--- src/rtl/vram_arbiter_pkg.sv ---
// Shared display constants and the slot classification used by the VRAM arbiter.
package vram_arbiter_pkg;

    // Active display geometry in native (unscaled) pixels.
    localparam int H_ACT = 640;
    localparam int V_ACT = 480;

    // pix_x / pix_y carry this value while the raster is outside the active area.
    localparam logic [9:0] BLANK_XY = 10'h3FF;

    // Who owns the RAM port in the current cycle.
    typedef enum logic [1:0] {
        SLOT_WRITE    = 2'd0,
        SLOT_LINE     = 2'd1,
        SLOT_PREFETCH = 2'd2
    } slot_e;

endpackage

--- src/rtl/vram_addr_gen.sv ---
// Framebuffer address from a (row, col) cell coordinate: row*FB_W + col.
module vram_addr_gen #(
    parameter int FB_W = 160,
    parameter int AW   = 15
) (
    input  logic [9:0]    row,
    input  logic [9:0]    col,
    output logic [AW-1:0] addr
);

    localparam logic [AW-1:0] FB_W_A = AW'(FB_W);

    // Row-major linear address, truncated to the RAM address width.
    assign addr = AW'(row) * FB_W_A + AW'(col);

endmodule

--- src/rtl/vram_arbiter.sv ---
// Shares one single-port framebuffer RAM between display fetch (fixed slots)
// and a valid/ready writer that gets every other cycle.
module vram_arbiter
    import vram_arbiter_pkg::*;
#(
    parameter int SHIFT = 2,
    parameter int AW    = 15
) (
    input  logic          clk,
    input  logic          rst,
    input  logic [9:0]    pix_x,
    input  logic [9:0]    pix_y,
    output logic [11:0]   pixel,
    input  logic          wr_valid,
    output logic          wr_ready,
    input  logic [AW-1:0] wr_addr,
    input  logic [11:0]   wr_data,
    output logic [AW-1:0] ram_addr,
    output logic          ram_we,
    output logic [11:0]   ram_wdata,
    input  logic [11:0]   ram_rdata,
    output logic          frame_done
);

    localparam int SCALE = 1 << SHIFT;
    localparam int FB_W  = H_ACT >> SHIFT;

    logic             active;
    logic [SHIFT-1:0] phase;
    logic [9:0]       col;
    logic [9:0]       row;
    logic [9:0]       nrow;
    slot_e            slot_kind;
    logic             disp_slot;
    logic [9:0]       gen_row;
    logic [9:0]       gen_col;
    logic [AW-1:0]    disp_addr;

    logic [9:0]  last_y_q,   last_y_d;
    logic        pf_done_q,  pf_done_d;
    logic        rd_pend_q,  rd_pend_d;
    logic        prev_act_q, prev_act_d;
    logic [11:0] pixel_q,    pixel_d;

    // Decode raster position and decide whether the display owns this cycle.
    always_comb begin
        active = (pix_x != BLANK_XY);
        phase  = pix_x[SHIFT-1:0];
        col    = pix_x >> SHIFT;
        row    = pix_y >> SHIFT;
        // After the last line, the next line to be shown is row 0 of the next frame.
        nrow   = (last_y_q == 10'(V_ACT - 1)) ? 10'd0 : (10'(last_y_q + 10'd1) >> SHIFT);

        slot_kind = SLOT_WRITE;
        if (active) begin
            // Fetch the next cell two cycles before it is shown; the last cell has no successor.
            if (phase == SHIFT'(SCALE - 2) && col != 10'(FB_W - 1)) begin
                slot_kind = SLOT_LINE;
            end
        end else if (!pf_done_q) begin
            slot_kind = SLOT_PREFETCH;
        end
        disp_slot = (slot_kind != SLOT_WRITE);

        gen_row = active ? row : nrow;
        gen_col = active ? 10'(col + 10'd1) : 10'd0;
    end

    vram_addr_gen #(
        .FB_W (FB_W),
        .AW   (AW)
    ) u_addr_gen (
        .row  (gen_row),
        .col  (gen_col),
        .addr (disp_addr)
    );

    // RAM port mux: display wins, otherwise the writer is offered the port.
    always_comb begin
        ram_wdata = wr_data;
        if (rst) begin
            ram_addr = '0;
            ram_we   = 1'b0;
            wr_ready = 1'b0;
        end else if (disp_slot) begin
            ram_addr = disp_addr;
            ram_we   = 1'b0;
            wr_ready = 1'b0;
        end else begin
            ram_addr = wr_addr;
            ram_we   = wr_valid;
            wr_ready = 1'b1;
        end
        frame_done = !rst && prev_act_q && !active && (last_y_q == 10'(V_ACT - 1));
        pixel      = pixel_q;
    end

    // Next-state: read capture, prefetch bookkeeping and line tracking.
    always_comb begin
        pixel_d    = rd_pend_q ? ram_rdata : pixel_q;
        rd_pend_d  = disp_slot;
        prev_act_d = active;
        last_y_d   = active ? pix_y : last_y_q;
        if (active) begin
            pf_done_d = 1'b0;
        end else if (disp_slot) begin
            pf_done_d = 1'b1;
        end else begin
            pf_done_d = pf_done_q;
        end
    end

    // State registers with asynchronous reset.
    always_ff @(posedge clk or posedge rst) begin
        if (rst) begin
            last_y_q   <= 10'(V_ACT - 1);
            pf_done_q  <= 1'b0;
            rd_pend_q  <= 1'b0;
            prev_act_q <= 1'b0;
            pixel_q    <= 12'd0;
        end else begin
            last_y_q   <= last_y_d;
            pf_done_q  <= pf_done_d;
            rd_pend_q  <= rd_pend_d;
            prev_act_q <= prev_act_d;
            pixel_q    <= pixel_d;
        end
    end

endmodule

--- config.mk ---
export PLATFORM = sky130hd
export DESIGN_NAME = vram_arbiter
export DESIGN_NICKNAME = d
export VERILOG_FILES = /design/src/rtl/vram_arbiter_pkg.sv /design/src/rtl/vram_addr_gen.sv /design/src/rtl/vram_arbiter.sv
export SDC_FILE = /design/constraint.sdc
export NUM_CORES = 1
export LEC_CHECK = 0
export CORE_ASPECT_RATIO = 1.4
export CORE_MARGIN = 5
export CORE_UTILIZATION = 35
export DETAILED_ROUTE_END_ITERATION = 10
export DONT_BUFFER_PORTS = 1
export SYNTH_ARGS = -nofsm -noshare
export SYNTH_HDL_FRONTEND = slang
export SYNTH_SLANG_ARGS = --single-unit
--- constraint.sdc ---
create_clock -name clk -period 8.9 [get_ports clk]
set_input_delay 0.89 -clock clk [delete_from_list [all_inputs] [get_ports clk]]
set_output_delay 0.89 -clock clk [all_outputs]
set_load 0.02 [all_outputs]
==> run summary, run 1 <==
Based on the critical path, the design can be clocked at up to 168 MHz. Of all flip-flops after synthesis, the portion carrying an async set or reset was 100%. Across the run, the number of max-cap violations was 0.

Cell-internal power: 0.195 mW. The cell area that synthesis handed to floorplanning was 2170 um2. The tools report the initial core utilization as 35.4%.

Leaving out fill and tap cells, the most frequent cells in the layout are sky130_fd_sc_hd__nand2_1 (43), sky130_fd_sc_hd__nor2_1 (25), sky130_fd_sc_hd__ha_1 (17), sky130_fd_sc_hd__dfrtp_1 (17), sky130_fd_sc_hd__o21ai_0 (13). Endpoint of the worst-slack reg-to-reg timing path: rd_pend_q$_DFF_PP0_. The layout has 646 filler cells. IR analysis of the VDD net gives a maximum drop of 0.0550 mV. The logs give 0.27 ns for the clock latency on the worst-skew pair and 336 for the synthesized net count. The part of the cycle the worst path needs is 67.0%. Of all cell types, the one taking the most synthesized area is sky130_fd_sc_hd__dfrtp_1.

In this run the biggest area consumer among cell types represents 19.6% of the synthesized area. Leaving out fill and tap cells, the most frequent cell in the layout is sky130_fd_sc_hd__nand2_1. The proportion of layout cells with a drive suffix above 1 was 13.8%. The number of clock buffers added by TritonCTS is 3. In the final timing run, aggregate negative setup slack is 0 ns.

For this design the top-level I/O count stands at 104. The power spent charging and discharging nets was 0.107 mW. Horizontal die dimension: 76.6 um. The clock network is responsible for 22.4% of the overall power. The launch instance of the worst register-to-register path is pf_done_q$_DFFE_PP0P_.

Once the clock tree was built, the resizer swapped 0 gates to a different size. The critical path in this run is classified as in -> out. The tools report the placed wire-length estimate as 4.13 mm.

After the flow finishes, the layout carries non-filler instances totaling 312. In this run the core area contains 34 standard-cell rows. The quantity of I/O buffers inserted on ports was 0; the via count normalized by instance count was 5.37. For the remaining design rule violation count, the log shows 0.

Clock-pin slew was measured on the worst setup and hold paths at 0.09 ns. For this block, the routed nets add up to 5.02 mm of wire. The tools report the maximum number of pins on one net before global-route repair as 27. In this run the worst setup path begins at pix_x[2]. For the final number of max-transition violations, the log shows 0. For this run, the detailed router's first-pass iteration total came to 4.

After detailed routing, the average wire length per cell comes to 16.1 um. TritonCTS built the clock tree. The remaining number of nets flagged by the antenna check after routing was 0.

Path depth of the worst reg2reg path: 3. The most instantiated flip-flop cell in the synthesis netlist was sky130_fd_sc_hd__dfrtp_1. The number of cells in the design after placement came out at 308.

Headroom to the max-slew limit came out at 35.8%. In this run the deepest clock path goes through 2 buffers. Global routing finished with a remaining overflow of 0. Synthesis handed over a netlist of 255 instances.

From synthesis to final layout, the design area changed by 0.634%. In this run the static leakage power is 0.972 nW. The slowest stage of the critical path is the sky130_fd_sc_hd__a211oi_1 cell.

Among the stages of the critical path, the cell type that occurs most often is sky130_fd_sc_hd__ha_1. The flow ran to the end, and the final reports show no timing, DRC or antenna violations. The logs give 0.491 ns for the minimum hold slack and 1675 for the total number of vias. For the Yosys warning count, the log shows 0. Ranked by total cell area, the synthesized netlist is headed by sky130_fd_sc_hd__dfrtp_1 (20%), sky130_fd_sc_hd__ha_1 (9.8%), sky130_fd_sc_hd__dfstp_2 (9.7%), sky130_fd_sc_hd__nand2_1 (7.4%), sky130_fd_sc_hd__mux2_2 (6.2%).

The number of hold-slack violations in the final timing report is 0, and the die extent in y is 103 um. The total of hold buffers inserted after clock tree synthesis is 0. In this run the worst setup path terminates at ram_addr[13]. The final-report setup violation count is 0, and the switching part of the total power is 35.5%. The number of antenna diodes in the final layout is 0.

The tightest min-delay check is of the reg -> reg type. The congestion estimate from routability-driven global placement came to 0.820. Setup repair after global routing left no endpoint under its margin. Post-synthesis area per instance: 8.51 um2. The worst setup path is captured at a primary output. The clock sink count was 25.

The critical path goes through ha_1, and4_4, nand4_2, inv_1, nand2_1, o21ai_0, ha_1, ha_1, inv_1, fa_1, nand2b_1, a21oi_1, xor2_1, nor3b_1, xnor2_1, a211oi_1. The number of unique standard cell types used by synthesis was 48; the final core utilization was 35.7%. The peak per-stage delay on the critical path is 0.62 ns, and the number of design-rule violations left by the first detailed-router iteration is 58.

The setup slack on the worst flop-to-flop path is 7.63 ns, and the combinational group share of total power is 29.4%. In this run the power density over the cells is 139 nW/um2. The number of synthesized register bits is 25, and the overall die area is 7900 um2. For the pin with the worst max-slew slack, the measured transition is 0.962 ns. The final layout net count came out at 322.

For the worst setup path, the data arrival time is 5.07 ns. Of all nets on the critical path, the largest fanout is 17. The number of setup buffers added after CTS is 0. The share of total power dissipated in sequential elements is 48.1%.

The first-pass GRT wire length is 8.13 mm, and the number of synthesized flops with an enable pin is 0. For the overall routing resource usage, the log shows 12.5%. The via count of the first global-routing pass is 1727. The share of the Yosys chip area taken by registers is 29.3%. For the number of antenna violations at the first check in global routing, the log shows 0. The logs give 6130 um2 for the core area and 8.01 ns for the data required time of the critical path. Sort of element at the start of the critical path: an input pin. The final setup skew is 0.00444 ns, and the time the final worst path needs with I/O delays and setup is 5.96 ns. The tools report the critical hold path startpoint as last_y_q[6]$_DFFE_PP1P_. The tools report the buffer type at the clock tree root as sky130_fd_sc_hd__clkbuf_8. The maximum level of the CTS H-tree came out at 1.
==> worst min path at each step <==
| stage | end | slack [ns] | depth (start not counted) |
|---|---|---|---|
| 2_1_floorplan | last_y_q[6]$_DFFE_PP1P_ | 0.45 | 2 |
| 3_3_place_gp | last_y_q[7]$_DFFE_PP1P_ | 0.48 | 2 |
| 3_5_place_dp | last_y_q[6]$_DFFE_PP1P_ | 0.47 | 2 |
| 4_1_cts | last_y_q[6]$_DFFE_PP1P_ | 0.49 | 2 |
| 5_1_grt | last_y_q[6]$_DFFE_PP1P_ | 0.51 | 2 |
| 6_report | last_y_q[6]$_DFFE_PP1P_ | 0.49 | 2 |
==> state kept, by name, summed over array words and instances (netlist names) <==
signal      cells
last_y_q       10
pf_done_q       1
pixel          12
prev_act_q      1
rd_pend_q       1
==> synth_stat cells, drive strengths merged (2+ instances only) <==
master,number
nand3,7
nand2,43
xor2,11
nor2b,2
mux2,12
inv,10
clkbuf,3
xnor2,10
nor3b,3
ha,17
dfstp,8
nor4,2
a22oi,3
and4,2
a211oi,8
dfrtp,17
nand4,3
buf,16
nor2,26
a21oi,10
a21o,4
fa,2
or2,2
o21ai,14
and3,4
==> cell families after synthesis <==
logic type | count (synthesis) | share of synthesized area [%]
compound gates | 48 | 14.2
xor+xnor | 21 | 8.47
fa+ha+maj | 19 | 11.6
buf+inv | 29 | 7.49
flops | 25 | 29.3
mux | 12 | 6.22
simple gates | 101 | 22.7
==> worst max-delay path, delay by kind of cell <==
family	cells	cell delay [ns]
AO/OA/AOI/OAI	3	1.14
XOR/XNOR	2	0.37
adder cells (fa/ha/maj)	4	0.94
buffers and inverters	2	0.51
AND/OR/NAND/NOR	5	1.20
==> cell type report <==
class,count,area (um2),share of cell area [%]
inverter,10,37.5,1.72
tap,72,90.1,4.12
multi-input combinational,201,1370,62.8
clock buffer,3,41.3,1.89
clock inverter,1,7.51,0.344
sequential,25,636,29.1
==> power groups by stage <==
stage          logic, mW  registers (mW)  clock network (mW)
6_report          0.0892           0.146              0.0679
5_1_grt            0.101           0.148              0.0769
3_3_place_gp      0.0877           0.148                   0
3_5_place_dp      0.0887           0.148                   0
4_1_cts           0.0897           0.146              0.0701
2_1_floorplan     0.0849           0.145                   0
==> per-stage QoR <==
step                area (um2)  setup slack (ns)  power (mW)
floorplan                 2170              3.75       0.230
global route              2180              2.60       0.326
global placement          2140              3.07       0.235
detailed placement        2140              2.92       0.237
finish                    2180              2.94       0.303
CTS                       2180              2.92       0.306
==> routing by layer <==
layer,global-route usage [%],wire (um)
met5,0,0
met4,4.04,55
met1,15.3,2130
met2,22.9,2590
met3,1.56,243
Note: power is estimated with default switching activity, not from simulation.
==> inputs of run 2 (changes only) <==
clock period = 5.65 ns   (was 8.9 ns; I/O delays follow)
==> run summary, run 2 (same netlist as run 1, synthesis figures left out) <==
Commonest cells after routing, fill and taps aside: sky130_fd_sc_hd__nand2_1 (43), sky130_fd_sc_hd__nor2_1 (25), sky130_fd_sc_hd__ha_1 (17), sky130_fd_sc_hd__dfrtp_1 (17), sky130_fd_sc_hd__o21ai_0 (13) (unchanged). The logs give 36.0% (was 35.7%) for the final core utilization and 0 (unchanged) for the count of inserted antenna diode cells. For the remaining number of nets flagged by the antenna check after routing, the log shows 0 (unchanged). The run gives 0 (unchanged) as the total global routing overflow. The tools report the minimum hold slack as 0.384 ns (was 0.491 ns). For the site row count, the log shows 34 (unchanged). Actual transition at the worst max-transition pin: 0.987 ns (was 0.962 ns).

The flow ran to the end, and the final reports show no timing, DRC or antenna violations. The tools report the first-pass GRT wire length as 8.16 mm (was 8.13 mm). Setup repair after global routing left no endpoint under its margin. The tools report the number of cells upsized or downsized after cts as 0 (unchanged). Synthesis-to-layout area growth: 1.67% (was 0.634%).

The buffer type at the clock tree root was sky130_fd_sc_hd__clkbuf_8 (unchanged). The clock transition at the register clock pins on the worst setup and hold paths after CTS was 0.08 ns (was 0.09 ns). The final setup skew came out at 0.00222 ns (was 0.00444 ns). The smallest setup slack after layout was 0.790 ns (was 2.94 ns). The length of the first detailed-routing pass in iterations came out at 4 (unchanged). Switching part of the total power: 34.9% (was 35.5%). The final number of max-transition violations was 0 (unchanged); the number of cells in the design after placement was 311 (was 308). Maximum number of pins on one net before global-route repair: 27 (unchanged). The cell-internal power is 0.309 mW (was 0.195 mW), and the flip-flop count of the largest register after layout is 12 (unchanged). The run gives 6130 um2 (unchanged) as the core area.

The setup slack at placement came out at 0.748 ns (was 2.92 ns). The type of the most critical hold path was in -> reg (was reg -> reg). The part of the cycle the worst path needs is 86.0%. The most used cell along the critical path is sky130_fd_sc_hd__ha_1 (unchanged). Horizontal die dimension: 76.6 um (unchanged). The area after detailed placement is 2160 um2 (was 2140 um2), and the quantity of I/O buffers inserted on ports is 0 (unchanged). The tools report the share of power burned in registers as 48.3% (was 48.1%). Maximum clock rate: 206 MHz.

The data required time of the critical path came out at 5.09 ns (was 8.01 ns). The logs give 3 (unchanged) for the TritonCTS buffer count and 0.0751 mV (was 0.0550 mV) for the maximum VDD drop. After layout, the minimum clock period comes to 4.86 ns.

The worst max-slew margin expressed relative to the limit was 33.6% (was 35.8%); the placed wire-length estimate was 4.18 mm (was 4.13 mm). The areal power density over the cells was 215 nW/um2 (was 139 nW/um2). The number of inserted filler cells in the final layout is 670 (was 646). The number of design-rule violations left by the first detailed-router iteration came out at 60 (was 58). The most common cell after layout, fill and taps aside is sky130_fd_sc_hd__nand2_1 (unchanged). The cell with the biggest individual delay on the critical path is sky130_fd_sc_hd__or3b_2 (was sky130_fd_sc_hd__a211oi_1). The number of buffers added for setup after CTS came out at 0 (unchanged). The sort of element at the start of the critical path is an input pin (unchanged). The clock network power share is 21.8% (was 22.4%), and the total number of vias is 1686 (was 1675). For the number of non-filler instances in the completed layout, the log shows 315 (was 312).

The run gives 0 (unchanged) as the remaining design rule violation count. Type of the setup path with the least slack: in -> out (unchanged). The kind of end point of the critical path is a primary output (unchanged). The die extent in y works out to 103 um (unchanged). The run gives 2210 um2 (was 2180 um2) as the cell area after layout. The logs give 0.26 ns (was 0.27 ns) for the clock latency on the worst-skew pair and 0.988 nW (was 0.972 nW) for the leakage component of the power.

The peak per-stage delay on the critical path is 0.46 ns (was 0.62 ns), and the number of hold-slack violations in the final timing report is 0 (unchanged). The via count normalized by instance count is 5.35 (was 5.37), and the sum of negative setup slack is 0 ns (unchanged). The arrival time at the worst endpoint was 4.29 ns (was 5.07 ns). For the final-report setup violation count, the log shows 0 (unchanged).

The run gives 0.166 mW (was 0.107 mW) as the power spent charging and discharging nets. The overall power of the completed layout was 0.475 mW (was 0.303 mW); the via count of the first global-routing pass was 1715 (was 1727). The logs give 2 (unchanged) for the maximum root-to-sink buffer count and 325 (was 322) for the final layout net count. Crit-path cells: ha_1, and4_4, nand4_2, inv_1, buf_4, o211a_1, or2_2, ha_1, ha_1, nor2b_1, or3b_2, nand3_1, and4bb_2, and3_1, o21ai_1, a21oi_1 (was ha_1, and4_4, nand4_2, inv_1, nand2_1, o21ai_0, ha_1, ha_1, inv_1, fa_1, nand2b_1, a21oi_1, xor2_1, nor3b_1, xnor2_1, a211oi_1). The mean routed wirelength per cell is 16.0 um (was 16.1 um). The number of antenna violations at the first check in global routing is 0 (unchanged).

The combinational group share of total power was 29.9% (was 29.4%). The proportion of layout cells with a drive suffix above 1 was 14.8% (was 13.8%); the overall routing resource usage was 12.6% (was 12.5%). The number of maximum-capacitance violations was 0 (unchanged); the maximum level of the CTS H-tree was 1 (unchanged). The overall die area is 7900 um2 (unchanged), and the highest net fanout along the worst path is 17 (unchanged). TritonCTS built the clock tree.

The placer's final routability congestion estimate is 0.831 (was 0.820). The total detailed-routing wirelength was 5.04 mm (was 5.02 mm). The tools report the initial core utilization as 35.4% (unchanged).

The total of hold buffers inserted after clock tree synthesis was 0 (unchanged); the clock sink count was 25 (unchanged). The run gives 104 (unchanged) as the total I/O pin count.
[run 2: metal layers]
| layer | routed length [um] | GRT usage (%) | vias up |
|---|---|---|---|
| met5 | 0 | 0 | - |
| met4 | 71 | 5.25 | 0 |
| met3 | 240 | 1.47 | 2 |
| met2 | 2580 | 22.4 | 56 |
| met1 | 2150 | 15.7 | 781 |
| li1 | - | - | 847 |
[run 2: worst paths after layout]
kind / depth (start not counted) / startpoint / slack, ns / to
worst max-delay path: 16 / pix_x[2] / 0.79 / ram_addr[14]
worst min-delay path: 2 / pix_y[1] / 0.38 / last_y_q[1]$_DFFE_PP1P_
worst max register to register: 3 / pf_done_q$_DFFE_PP0P_ / 4.40 / rd_pend_q$_DFF_PP0_
worst min register to register: 2 / last_y_q[6]$_DFFE_PP1P_ / 0.49 / last_y_q[6]$_DFFE_PP1P_
max in group asynchronous: 1 / rst / 4.66 / pixel[4]$_DFFE_PP0P_
min in group asynchronous: 1 / rst / 0.41 / pixel[0]$_DFFE_PP0P_
[run 2: area by class of cell]
class                           instances  area [um2]  area share (%)
Clock buffer                            3        41.3            1.87
Clock inverter                          1        7.51           0.340
Inverter                               10        37.5            1.70
Multi-Input combinational cell        201        1370            62.2
Sequential cell                        25         636            28.8
Tap cell                               72        90.1            4.08
Timing Repair Buffer                    3        22.5            1.02
[run 2: critical path: cells and delay by family]
kind,cells,cell delay [ns]
simple gates,8,1.92
fa+ha+maj,3,0.84
compound gates,3,0.66
buf+inv,2,0.30
[run 2: power groups by stage]
stage          registers, mW  logic [mW]  clock network [mW]
2_1_floorplan          0.228       0.134                   0
3_3_place_gp           0.233       0.139                   0
3_5_place_dp           0.233       0.142                   0
4_1_cts                0.230       0.144               0.108
5_1_grt                0.232       0.162               0.117
6_report               0.229       0.142               0.104
